File: src/rtl/iprog_loader_pkg.sv
// Shared types and default constants for the serial instruction-memory loader.
package iprog_loader_pkg;

  localparam int unsigned DEF_CLKS_PER_BIT = 139;
  localparam logic [7:0]  DEF_SYNC_BYTE    = 8'hA5;

  typedef enum logic [2:0] {
    SYNC,
    COUNT,
    WORD_HI,
    WORD_LO,
    CHECK,
    DONE
  } load_state_t;

  typedef enum logic [1:0] {
    RX_IDLE,
    RX_START,
    RX_DATA,
    RX_STOP
  } rx_state_t;

endpackage

File: src/rtl/iprog_loader_if.sv
// Instruction-memory write port driven by the loader (master) into the memory (slave).
interface iprog_loader_if;
  logic        imem_we;
  logic [7:0]  imem_addr;
  logic [15:0] imem_wdata;

  modport master (output imem_we, output imem_addr, output imem_wdata);
  modport slave  (input  imem_we, input  imem_addr, input  imem_wdata);
endinterface

File: src/rtl/iprog_loader_uart_rx_byte.sv
// 8N1 UART byte receiver: 2-flop synchronizer, mid-bit sampling, byte_valid / frame_err pulses.
module uart_rx_byte
  import iprog_loader_pkg::*;
#(
  parameter int unsigned CLKS_PER_BIT = DEF_CLKS_PER_BIT
) (
  input  logic       CLK,
  input  logic       reset,
  input  logic       rx,
  output logic [7:0] data,
  output logic       byte_valid,
  output logic       frame_err
);

  localparam int unsigned CW = $clog2(CLKS_PER_BIT);
  localparam logic [CW-1:0] HALF_LAST = CW'(CLKS_PER_BIT / 2 - 1);
  localparam logic [CW-1:0] FULL_LAST = CW'(CLKS_PER_BIT - 1);

  rx_state_t     state, state_n;
  logic [CW-1:0] cnt, cnt_n;
  logic [2:0]    bit_idx, bit_idx_n;
  logic [7:0]    shreg, shreg_n;
  logic          rx_meta, rx_s, rx_q;
  logic          valid_n, err_n;

  always_ff @(posedge CLK) begin
    if (reset) begin
      rx_meta    <= 1'b1;
      rx_s       <= 1'b1;
      rx_q       <= 1'b1;
      state      <= RX_IDLE;
      cnt        <= '0;
      bit_idx    <= '0;
      shreg      <= '0;
      byte_valid <= 1'b0;
      frame_err  <= 1'b0;
    end else begin
      rx_meta    <= rx;
      rx_s       <= rx_meta;
      rx_q       <= rx_s;
      state      <= state_n;
      cnt        <= cnt_n;
      bit_idx    <= bit_idx_n;
      shreg      <= shreg_n;
      byte_valid <= valid_n;
      frame_err  <= err_n;
    end
  end

  always_comb begin
    state_n   = state;
    cnt_n     = cnt + 1'b1;
    bit_idx_n = bit_idx;
    shreg_n   = shreg;
    valid_n   = 1'b0;
    err_n     = 1'b0;
    case (state)
      RX_IDLE: begin
        cnt_n = '0;
        if (rx_q && !rx_s) state_n = RX_START;
      end
      RX_START: begin
        // Half-bit re-check rejects glitches; later samples land mid-bit.
        if (cnt == HALF_LAST) begin
          cnt_n     = '0;
          bit_idx_n = '0;
          state_n   = rx_s ? RX_IDLE : RX_DATA;
        end
      end
      RX_DATA: begin
        if (cnt == FULL_LAST) begin
          cnt_n     = '0;
          shreg_n   = {rx_s, shreg[7:1]};
          bit_idx_n = bit_idx + 1'b1;
          if (bit_idx == 3'd7) state_n = RX_STOP;
        end
      end
      RX_STOP: begin
        if (cnt == FULL_LAST) begin
          cnt_n   = '0;
          state_n = RX_IDLE;
          valid_n = rx_s;
          err_n   = !rx_s;
        end
      end
      default: state_n = RX_IDLE;
    endcase
  end

  assign data = shreg;

endmodule

File: src/rtl/iprog_loader.sv
// Serial program loader: frames UART bytes into 16-bit words written from address 0 and
// holds the CPU in reset until a load completes. Optional CHK byte: `define LOADER_CHECKSUM_EN.
module iprog_loader
  import iprog_loader_pkg::*;
#(
  parameter int unsigned CLKS_PER_BIT = DEF_CLKS_PER_BIT,
  parameter logic [7:0]  SYNC_BYTE    = DEF_SYNC_BYTE
) (
  input  logic           CLK,
  input  logic           reset,
  input  logic           rx,
  iprog_loader_if.master imem,
  output logic           cpu_hold,
  output logic           load_done,
  output logic           load_err
);

  logic [7:0]  rx_data;
  logic        byte_valid, frame_err, start_load;

  load_state_t state, state_n;
  logic [7:0]  addr, addr_n, hi, hi_n;
  logic [8:0]  left, left_n;
  logic        we_q, we_n;
  logic [7:0]  waddr, waddr_n;
  logic [15:0] wdata, wdata_n;
  logic        hold_n, done_n, err_n;
`ifdef LOADER_CHECKSUM_EN
  logic [7:0]  acc, acc_n;
`endif

  uart_rx_byte #(.CLKS_PER_BIT(CLKS_PER_BIT)) u_rx (
    .CLK        (CLK),
    .reset      (reset),
    .rx         (rx),
    .data       (rx_data),
    .byte_valid (byte_valid),
    .frame_err  (frame_err)
  );

  assign start_load = byte_valid && (rx_data == SYNC_BYTE);

  always_ff @(posedge CLK) begin
    if (reset) begin
      state     <= SYNC;
      addr      <= '0;
      hi        <= '0;
      left      <= '0;
      we_q      <= 1'b0;
      waddr     <= '0;
      wdata     <= '0;
      cpu_hold  <= 1'b1;
      load_done <= 1'b0;
      load_err  <= 1'b0;
`ifdef LOADER_CHECKSUM_EN
      acc       <= '0;
`endif
    end else begin
      state     <= state_n;
      addr      <= addr_n;
      hi        <= hi_n;
      left      <= left_n;
      we_q      <= we_n;
      waddr     <= waddr_n;
      wdata     <= wdata_n;
      cpu_hold  <= hold_n;
      load_done <= done_n;
      load_err  <= err_n;
`ifdef LOADER_CHECKSUM_EN
      acc       <= acc_n;
`endif
    end
  end

  always_comb begin
    state_n = state;
    addr_n  = addr;
    hi_n    = hi;
    left_n  = left;
    we_n    = 1'b0;
    waddr_n = waddr;
    wdata_n = wdata;
    hold_n  = cpu_hold;
    done_n  = load_done;
    err_n   = load_err;
`ifdef LOADER_CHECKSUM_EN
    acc_n   = acc;
`endif
    if (frame_err && (state inside {COUNT, WORD_HI, WORD_LO, CHECK})) begin
      err_n   = 1'b1;
      state_n = SYNC;
    end else if (start_load && (state == SYNC || state == DONE)) begin
      err_n   = 1'b0;
      done_n  = 1'b0;
      hold_n  = 1'b1;
      addr_n  = '0;
      state_n = COUNT;
`ifdef LOADER_CHECKSUM_EN
      acc_n   = '0;
`endif
    end else if (byte_valid) begin
`ifdef LOADER_CHECKSUM_EN
      if (state inside {COUNT, WORD_HI, WORD_LO}) acc_n = acc ^ rx_data;
`endif
      case (state)
        COUNT: begin
          left_n  = (rx_data == 8'd0) ? 9'd256 : {1'b0, rx_data};
          state_n = WORD_HI;
        end
        WORD_HI: begin
          hi_n    = rx_data;
          state_n = WORD_LO;
        end
        WORD_LO: begin
          we_n    = 1'b1;
          waddr_n = addr;
          wdata_n = {hi, rx_data};
          addr_n  = addr + 1'b1;
          left_n  = left - 1'b1;
`ifdef LOADER_CHECKSUM_EN
          state_n = (left == 9'd1) ? CHECK : WORD_HI;
`else
          state_n = (left == 9'd1) ? DONE : WORD_HI;
`endif
        end
`ifdef LOADER_CHECKSUM_EN
        CHECK: begin
          if (rx_data == acc) begin
            state_n = DONE;
            done_n  = 1'b1;
            hold_n  = 1'b0;
          end else begin
            err_n   = 1'b1;
            state_n = SYNC;
          end
        end
`endif
        default: ;
      endcase
    end
    // Settled DONE releases the CPU; without a CHK byte this lands one cycle after the last write.
    if (state == DONE && state_n == DONE) begin
      done_n = 1'b1;
      hold_n = 1'b0;
    end
  end

  assign imem.imem_we    = we_q;
  assign imem.imem_addr  = waddr;
  assign imem.imem_wdata = wdata;

endmodule

File: src/flat_wrapper.sv
// flat-port wrapper written by rule: the top's interface ports become plain ports
module iprog_loader_flat import iprog_loader_pkg::*;
#(
  parameter int unsigned CLKS_PER_BIT = DEF_CLKS_PER_BIT,
  parameter logic [7:0]  SYNC_BYTE    = DEF_SYNC_BYTE
)
  (CLK, reset, rx, cpu_hold, load_done, load_err, imem_imem_we, imem_imem_addr, imem_imem_wdata);
  iprog_loader_if imem_i ();
  input  logic CLK;
  input  logic reset;
  input  logic rx;
  output logic cpu_hold;
  output logic load_done;
  output logic load_err;
  output wire logic [$bits(imem_i.imem_we)-1:0] imem_imem_we;
  output wire logic [$bits(imem_i.imem_addr)-1:0] imem_imem_addr;
  output wire logic [$bits(imem_i.imem_wdata)-1:0] imem_imem_wdata;
  assign imem_imem_we = imem_i.imem_we;
  assign imem_imem_addr = imem_i.imem_addr;
  assign imem_imem_wdata = imem_i.imem_wdata;
  iprog_loader #(.CLKS_PER_BIT(CLKS_PER_BIT), .SYNC_BYTE(SYNC_BYTE)) u_core (.CLK(CLK), .reset(reset), .rx(rx), .imem(imem_i), .cpu_hold(cpu_hold), .load_done(load_done), .load_err(load_err));
endmodule
File: config.mk
export PLATFORM = sky130hd
export DESIGN_NAME = iprog_loader_flat
export DESIGN_NICKNAME = d
export VERILOG_FILES = /design/src/rtl/iprog_loader_pkg.sv /design/src/rtl/iprog_loader_if.sv /design/src/rtl/iprog_loader_uart_rx_byte.sv /design/src/rtl/iprog_loader.sv /design/src/flat_wrapper.sv
export SDC_FILE = /design/constraint.sdc
export NUM_CORES = 1
export LEC_CHECK = 0
export CORE_MARGIN = 5
export CORE_UTILIZATION = 45
export DETAILED_ROUTE_END_ITERATION = 12
export GPL_ROUTABILITY_DRIVEN = 0
export HOLD_SLACK_MARGIN = 0.05
export PLACE_DENSITY_LB_ADDON = 0.15
export SLEW_MARGIN = 20
export SYNTH_ARGS = -nofsm -noshare
export SYNTH_HDL_FRONTEND = slang
export SYNTH_SLANG_ARGS = --single-unit
File: constraint.sdc
create_clock -name CLK -period 4.9 [get_ports CLK]
set_input_delay 0.735 -clock CLK [delete_from_list [all_inputs] [get_ports CLK]]
set_output_delay 0.735 -clock CLK [all_outputs]
set_load 0.02 [all_outputs]
==> flow_summary_export.csv, run 1 <==
group,metric,value,unit
logic_synthesis,ys_types,57,
cells_and_area,area_delta_synth_final,15.1,%
timing,finalSetupTns,0,ns
logic_synthesis,synth_simple_gate_area_share,26.6,%
floorplanning,ioPinCount,31,
cells_and_area,diodes,0,
clock_network,clk_pin_slew_worst_paths,0.09,ns
clock_network,postCtsHoldBufs,0,
logic_synthesis,synth-async-reset-ratio,0,%
critical_path,crit_path_end_kind,"output pin",
grt,grt_max_degree,44,
timing,fin_crit,2.06,ns
timing,setup_viol,0,
place,port_buffers,30,
clock_network,cts_made_buffers,9,
grt,grt_pass1_vias,2622,
clock_network,clock_sinks,82,
cells_and_area,fillers,758,
clock_network,clk_latency,0.36,ns
logic_synthesis,synth_area_leader_cell,"dfxtp_1",
drt,vias,2884,
critical_path,path_class,"reg -> out",
critical_path,crit_arrival,1.32,ns
floorplanning,die_x,98.5,µm
timing,maxSlewViolCount,0,
cells_and_area,drive_above_1_share,8.94,%
critical_path,worstPathMaxFanout,2,
logic_synthesis,ys_warn_count,0,
timing,fin_skew,0.0110,ns
floorplanning,rows,32,
pwr,p_per_area,284,nW/µm²
logic_synthesis,seq_area_frac_synth,46.6,%
critical_path,max_stage_delay,0.62,ns
critical_path,cpMaxStageDelayCell,"clkdlybuf4s50_1",
critical_path,rr_startpoint,"u_core.state[1]",
logic_synthesis,synthTopCellsByCount,"dfxtp_1, nand2_1, a21oi_1",
critical_path,worstPathBufferInverterCount,1,
place,place_ws,2.54,ns
floorplanning,core_area,7690,µm²
critical_path,timing.rr.end,"u_core.addr[7]",
min_path,hold_depth,1,
timing,whs,0.423,ns
outcome,status,"finished, final reports clean",
critical_path,r2r_slack,2.91,ns
logic_synthesis,synth_area_leaders,"dfxtp_1, nand2_1, a21oi_1",
timing,max_slew_margin,48.4,%
logic_synthesis,synth.most_common_cell,"dfxtp_1",
grt,grt_pass1_wl,12.6,mm
clock_network,htreeDepth,3,
logic_synthesis,synth_top_flop_cell,"dfxtp_1",
timing,tightestPinTransition,0.773,ns
grt,grt_usage,15.6,%
clock_network,cts_setup_buffers,0,
drt,final_antenna_net_count,0,
logic_synthesis,synth_compound_area_share,15.8,%
drt,routed_wl,7.32,mm
logic_synthesis,synth_xor_area_share,2.24,%
drt,wire_per_inst,13.6,µm
min_path,min_to,"u_core.u_rx.rx_s",
drt,first_iter_violations,135,
min_path,holdCritPathClass,"reg -> reg",
logic_synthesis,synth_top_family_by_area,"simple AND/OR/NAND/NOR gates",
floorplanning,die-area,9710,µm²
critical_path,cp.required,4.16,ns
clock_network,cts_root_buf,"clkbuf_8",
critical_path,crit_chain,"clkdlybuf4s50_1",
pwr,cellLeakagePower,1.41,nW
cells_and_area,nets,442,
min_path,hp-start,"u_core.u_rx.rx_meta",
flow_run,cap_viol_max_count,0,
logic_synthesis,synthMuxAreaShare,2.27,%
timing,finalHoldViolCount,0,
logic_synthesis,ys_ff_latch,82,
clock_network,cts_resized,0,
logic_synthesis,syn-num-nets,420,
pwr,ir_worst_vdd,220,µV
timing,fmax,0.485,GHz
floorplanning,initial_core_util,45.9,%
drt,drc,0,
drt,dr.pass1.iters,4,
timing,min_period_over_period,42.0,%
clock_network,cts_tree,"yes",
floorplanning,die_y,98.5,µm
timing,fin_ws,2.84,ns
logic_synthesis,synth_edf_count,0,
clock_network,clockBufferDepth,2,
logic_synthesis,synthAdderAreaFrac,2.84,%
grt,grt-ovfl-total,0,
critical_path,critical_path.startpoint_type,"flip-flop",
place,hpwl,4.92,mm
logic_synthesis,mappedNetlistArea,3530,µm²
critical_path,r2r_cells,4,
timing,rsz0062_at_grt,"no",
grt,antenna_found_initial,0,
critical_path,critPathTopFamily,"buffers and inverters",
logic_synthesis,synth_top_area_share,46.6,%
logic_synthesis,syn_avg_cell_area,8.62,µm²
logic_synthesis,syn_inst,409,
drt,routed_via_density,5.36,
-- per-layer routing --
layer,vias up,wire (µm),GRT usage [%]
met5,-,0,0
met4,0,61,4.31
met3,7,197,4.74
met2,35,3320,23.5
met1,1368,3740,21.6
li1,1474,-,-
-- state kept, by name (all words and copies together), names as in the netlist, 3 cells and up, named ones only --
signal / count
u_core.imem.imem_wdata: 16
u_core.left: 9
u_core.addr: 8
u_core.hi: 8
u_core.imem.imem_addr: 8
u_core.u_rx.cnt: 8
u_core.u_rx.data: 8
u_core.state: 3
u_core.u_rx.bit_idx: 3
-- worst reg2reg max path, stage by stage, from the launching register on --
cell,delay (ns)
dfxtp_1,0.57
nand3b_1,0.28
nand3b_4,0.43
o41a_1,0.50
a31oi_1,0.14
-- worst max-delay path by stage --
stage	slack [ns]	cells after the start	to	startpoint
floorplan	3.15	4	u_core.addr[7]	reset
global placement	2.59	5	u_core.addr[5]	reset
detailed placement	2.54	5	u_core.addr[7]	reset
CTS	2.82	1	imem_imem_wdata[13]	u_core.imem.imem_wdata[13]
global route	2.71	4	u_core.addr[7]	u_core.state[1]
finish	2.84	1	imem_imem_addr[7]	u_core.imem.imem_addr[7]
-- power breakdown --
group	switching (mW)	internal (mW)	leakage (nW)
Sequential	0.00184	0.668	0.661
Combinational	0.0117	0.00486	0.656
Clock	0.271	0.194	0.0901
-- kinds of logic (layout without fill, tap and decap cells) --
family,Yosys count,after routing
AOI/OAI and AO/OA,92,92
xor gates and xnor gates,9,9
adders and majority gates,8,8
buffers and inverters,32,59
DFF,82,82
muxes,8,8
and+or+nand+nor,178,178
-- per-stage QoR --
step / power (mW) / instance area, µm² / std cells / util [%]
finish: 1.15 / 4060 / 538 / 52.8
global placement: 0.702 / 3870 / 522 / 50.4
floorplan: 0.697 / 3530 / 409 / -
detailed placement: 0.702 / 3870 / 522 / 50.4
CTS: 1.17 / 4060 / 538 / 52.8
global route: 1.20 / 4060 / 538 / 52.8
-- layout make-up --
type / count / area (µm²) / area share (%)
clock buffers: 9 / 124 / 3.05
clock inverters: 7 / 60.1 / 1.48
inverters: 11 / 41.3 / 1.02
multi-input cells: 295 / 1750 / 43.2
flip-flops and latches: 82 / 1640 / 40.5
well taps: 102 / 128 / 3.15
repair buffers: 32 / 310 / 7.65
-- cell usage in the layout (no fill, tap or decap), types with 3 or more instances in the layout --
cell             instances
and2_1                   3
a31oi_1                  5
and3_1                   6
ha_1                     8
nor2b_1                  4
nor3b_1                  5
nand4_1                  5
xnor2_1                  4
nand3b_1                 3
mux2i_1                  8
nand2_1                 77
nand3_1                 11
a211oi_1                 3
clkdlybuf4s50_1         29
nand2b_1                 5
nor3_1                   4
a21oi_1                 49
a22o_1                   3
o21ai_0                 13
nor2_1                  25
or2_2                    5
or4_1                    3
inv_1                   10
xor2_1                   5
dfxtp_1                 82
clkbuf_8                 9
or3_1                    4
(Power assumes the default switching activity.)
==> inputs of run 2 (changes only) <==
==> constraint.sdc (replaced) <==
create_clock -name CLK -period 1.8 [get_ports CLK]
set_input_delay 0.27 -clock CLK [delete_from_list [all_inputs] [get_ports CLK]]
set_output_delay 0.27 -clock CLK [all_outputs]
set_load 0.02 [all_outputs]
==> run 2 against run 1 <==
Core utilization is 2.2 points higher. Hold slack lost 0.25 ns. Non-clock buffer count rose by 17. Total power rose to 2.8 times the previous value. Combinational power increased to 3.1 times the previous value. First-iteration DRC count is 3.7% lower. Worst setup slack worse by 2.7 ns. Critical path depth increased by 3. Routed wire length rose by 3.6%. Critical path type is now reg -> reg. Largest power group unchanged.
==> flow_summary_export.csv, run 2 (synthesis results as in run 1) <==
group,metric,value,unit
clock_network,cts_root_buf,"clkbuf_8",
grt,gr-max-usage-layer,"met2",
timing,finalSetupTns,0,ns
pwr,p_per_area,769,nW/µm²
grt,grt_pass1_vias,2788,
cells_and_area,utilization,55.0,%
critical_path,max_stage_delay,0.57,ns
clock_network,cts_tree,"yes",
clock_network,clock_sinks,82,
drt,routed_wl,7.58,mm
cells_and_area,drive_above_1_share,12.8,%
grt,gr-usage-met1,21.5,%
critical_path,crit_path_end_kind,"flip-flop",
clock_network,clk_latency,0.35,ns
grt,use_met2,25.6,%
critical_path,crit_arrival,1.92,ns
grt,grt_usage,16.2,%
place,port_buffers,30,
critical_path,critical_path.startpoint_type,"flip-flop",
floorplanning,core_area,7690,µm²
cells_and_area,fillers,733,
drt,wire_per_inst,13.7,µm
drt,routed_via_density,5.35,
grt,grt_max_degree,35,
grt,antenna_found_initial,0,
timing,min_period_over_period,94.2,%
flow_run,cap_viol_max_count,0,
outcome,status,"finished, final reports clean",
cells_and_area,mostFrequentLayoutCell,"dfxtp_1",
critical_path,path_class,"reg -> reg",
critical_path,r2r_cells,4,
floorplanning,initial_core_util,45.9,%
drt,drc,0,
clock_network,clockBufferDepth,2,
floorplanning,die_y,98.5,µm
critical_path,worstPathMaxFanout,4,
timing,max_slew_margin,66.7,%
timing,tightestPinTransition,0.500,ns
drt,dr.pass1.iters,4,
timing,rsz0062_at_grt,"no",
timing,setup_viol,0,
clock_network,cts_setup_buffers,0,
place,dp.cells,539,
pwr,cellLeakagePower,1.51,nW
cells_and_area,nets,459,
drt,first_iter_violations,130,
timing,whs,0.171,ns
cells_and_area,largest_reg_flops,16,
timing,maxSlewViolCount,0,
floorplanning,die-area,9710,µm²
drt,final_antenna_net_count,0,
timing,fin_crit,1.70,ns
cells_and_area,diodes,0,
cells_and_area,area_delta_synth_final,20.0,%
clock_network,clk_pin_slew_worst_paths,0.08,ns
clock_network,cts_made_buffers,9,
timing,finalHoldViolCount,0,
pwr,ir_worst_vdd,497,µV
timing,fin_ws,0.104,ns
grt,use_met3,5.24,%
critical_path,crit_top_cell,"or4_1",
clock_network,postCtsHoldBufs,0,
timing,fin_skew,0.0120,ns
grt,grt-ovfl-total,0,
floorplanning,rows,32,
critical_path,cp.required,2.02,ns
place,hpwl,5.19,mm
place,place_ws,0.0637,ns
floorplanning,ioPinCount,31,
min_path,holdCritPathClass,"in -> reg",
clock_network,htreeDepth,3,
floorplanning,die_x,98.5,µm
critical_path,crit_chain,"or4_1 -> or4_1 -> a21oi_1 -> o32ai_1",
critical_path,cpMaxStageDelayCell,"or4_1",
cells_and_area,layout.cells.non_filler,555,
cells_and_area,mostFrequentLayoutCells,"dfxtp_1, nand2_1, a21oi_1",
drt,vias,2968,
timing,fmax,0.590,GHz
min_path,hold_depth,2,
grt,grt_pass1_wl,13.0,mm
run 2: cell count changes in the layout (fill, tap and decap cells not counted), sizes merged:
| cell | delta |
|---|---|
| buf | +17 |
| clkinv | +1 |
| clkinvlp | -2 |
| bufinv | +1 |
| inv | -1 |
| clkbuf | +1 |
run 2: power by group:
part / internal (mW) / total [mW] / switching, mW
clock network: 0.694 / 1.38 / 0.688
registers: 1.82 / 1.82 / 0.00412
logic: 0.0169 / 0.0510 / 0.0341
total: 2.53 / 3.25 / 0.726
run 2: path summary, 6_finish.rpt:
path | from | end | slack, ns
worst max-delay path | u_core.left[0] | u_core.left[7] | 0.10
worst min-delay path | reset | u_core.state[0] | 0.17
worst max register to register | u_core.left[0] | u_core.left[7] | 0.10
worst min register to register | u_core.u_rx.rx_meta | u_core.u_rx.rx_s | 0.41
run 2: worst max-delay path, delay by kind of cell, from the launching register on:
kind / cells / cell delay (ns)
AND/OR/NAND/NOR: 2 / 0.99
AO/OA/AOI/OAI: 2 / 0.26
flip-flops: 1 / 0.34
run 2: per-stage QoR:
stage	cell area, µm²	power [mW]
6_report	4230	3.25
5_1_grt	4230	3.39
4_1_cts	4220	3.30
3_5_place_dp	4010	1.91
3_3_place_gp	4010	1.91
2_1_floorplan	3530	1.90
run 2: layer usage:
layer / routed length (µm) / vias up
met5: 0 / -
met2: 3500 / 43
met1: 3700 / 1408
met4: 97 / 0
li1: - / 1509
met3: 284 / 8
run 2: timing repair:
action                                 4_1_cts  5_1_grt
endpoints found under the hold margin        0        0
setup endpoints to repair                    0        9
resized for setup                            0        2
run 2: cell type report:
class	instances	area, µm²	share of cell area (%)
well taps	102	128	3.02
flip-flops and latches	82	1640	38.8
multi-input cells	295	1760	41.6
clock buffers	10	138	3.25
inverters	11	41.3	0.976
clock inverters	6	70.1	1.66
repair buffers	49	450	10.6
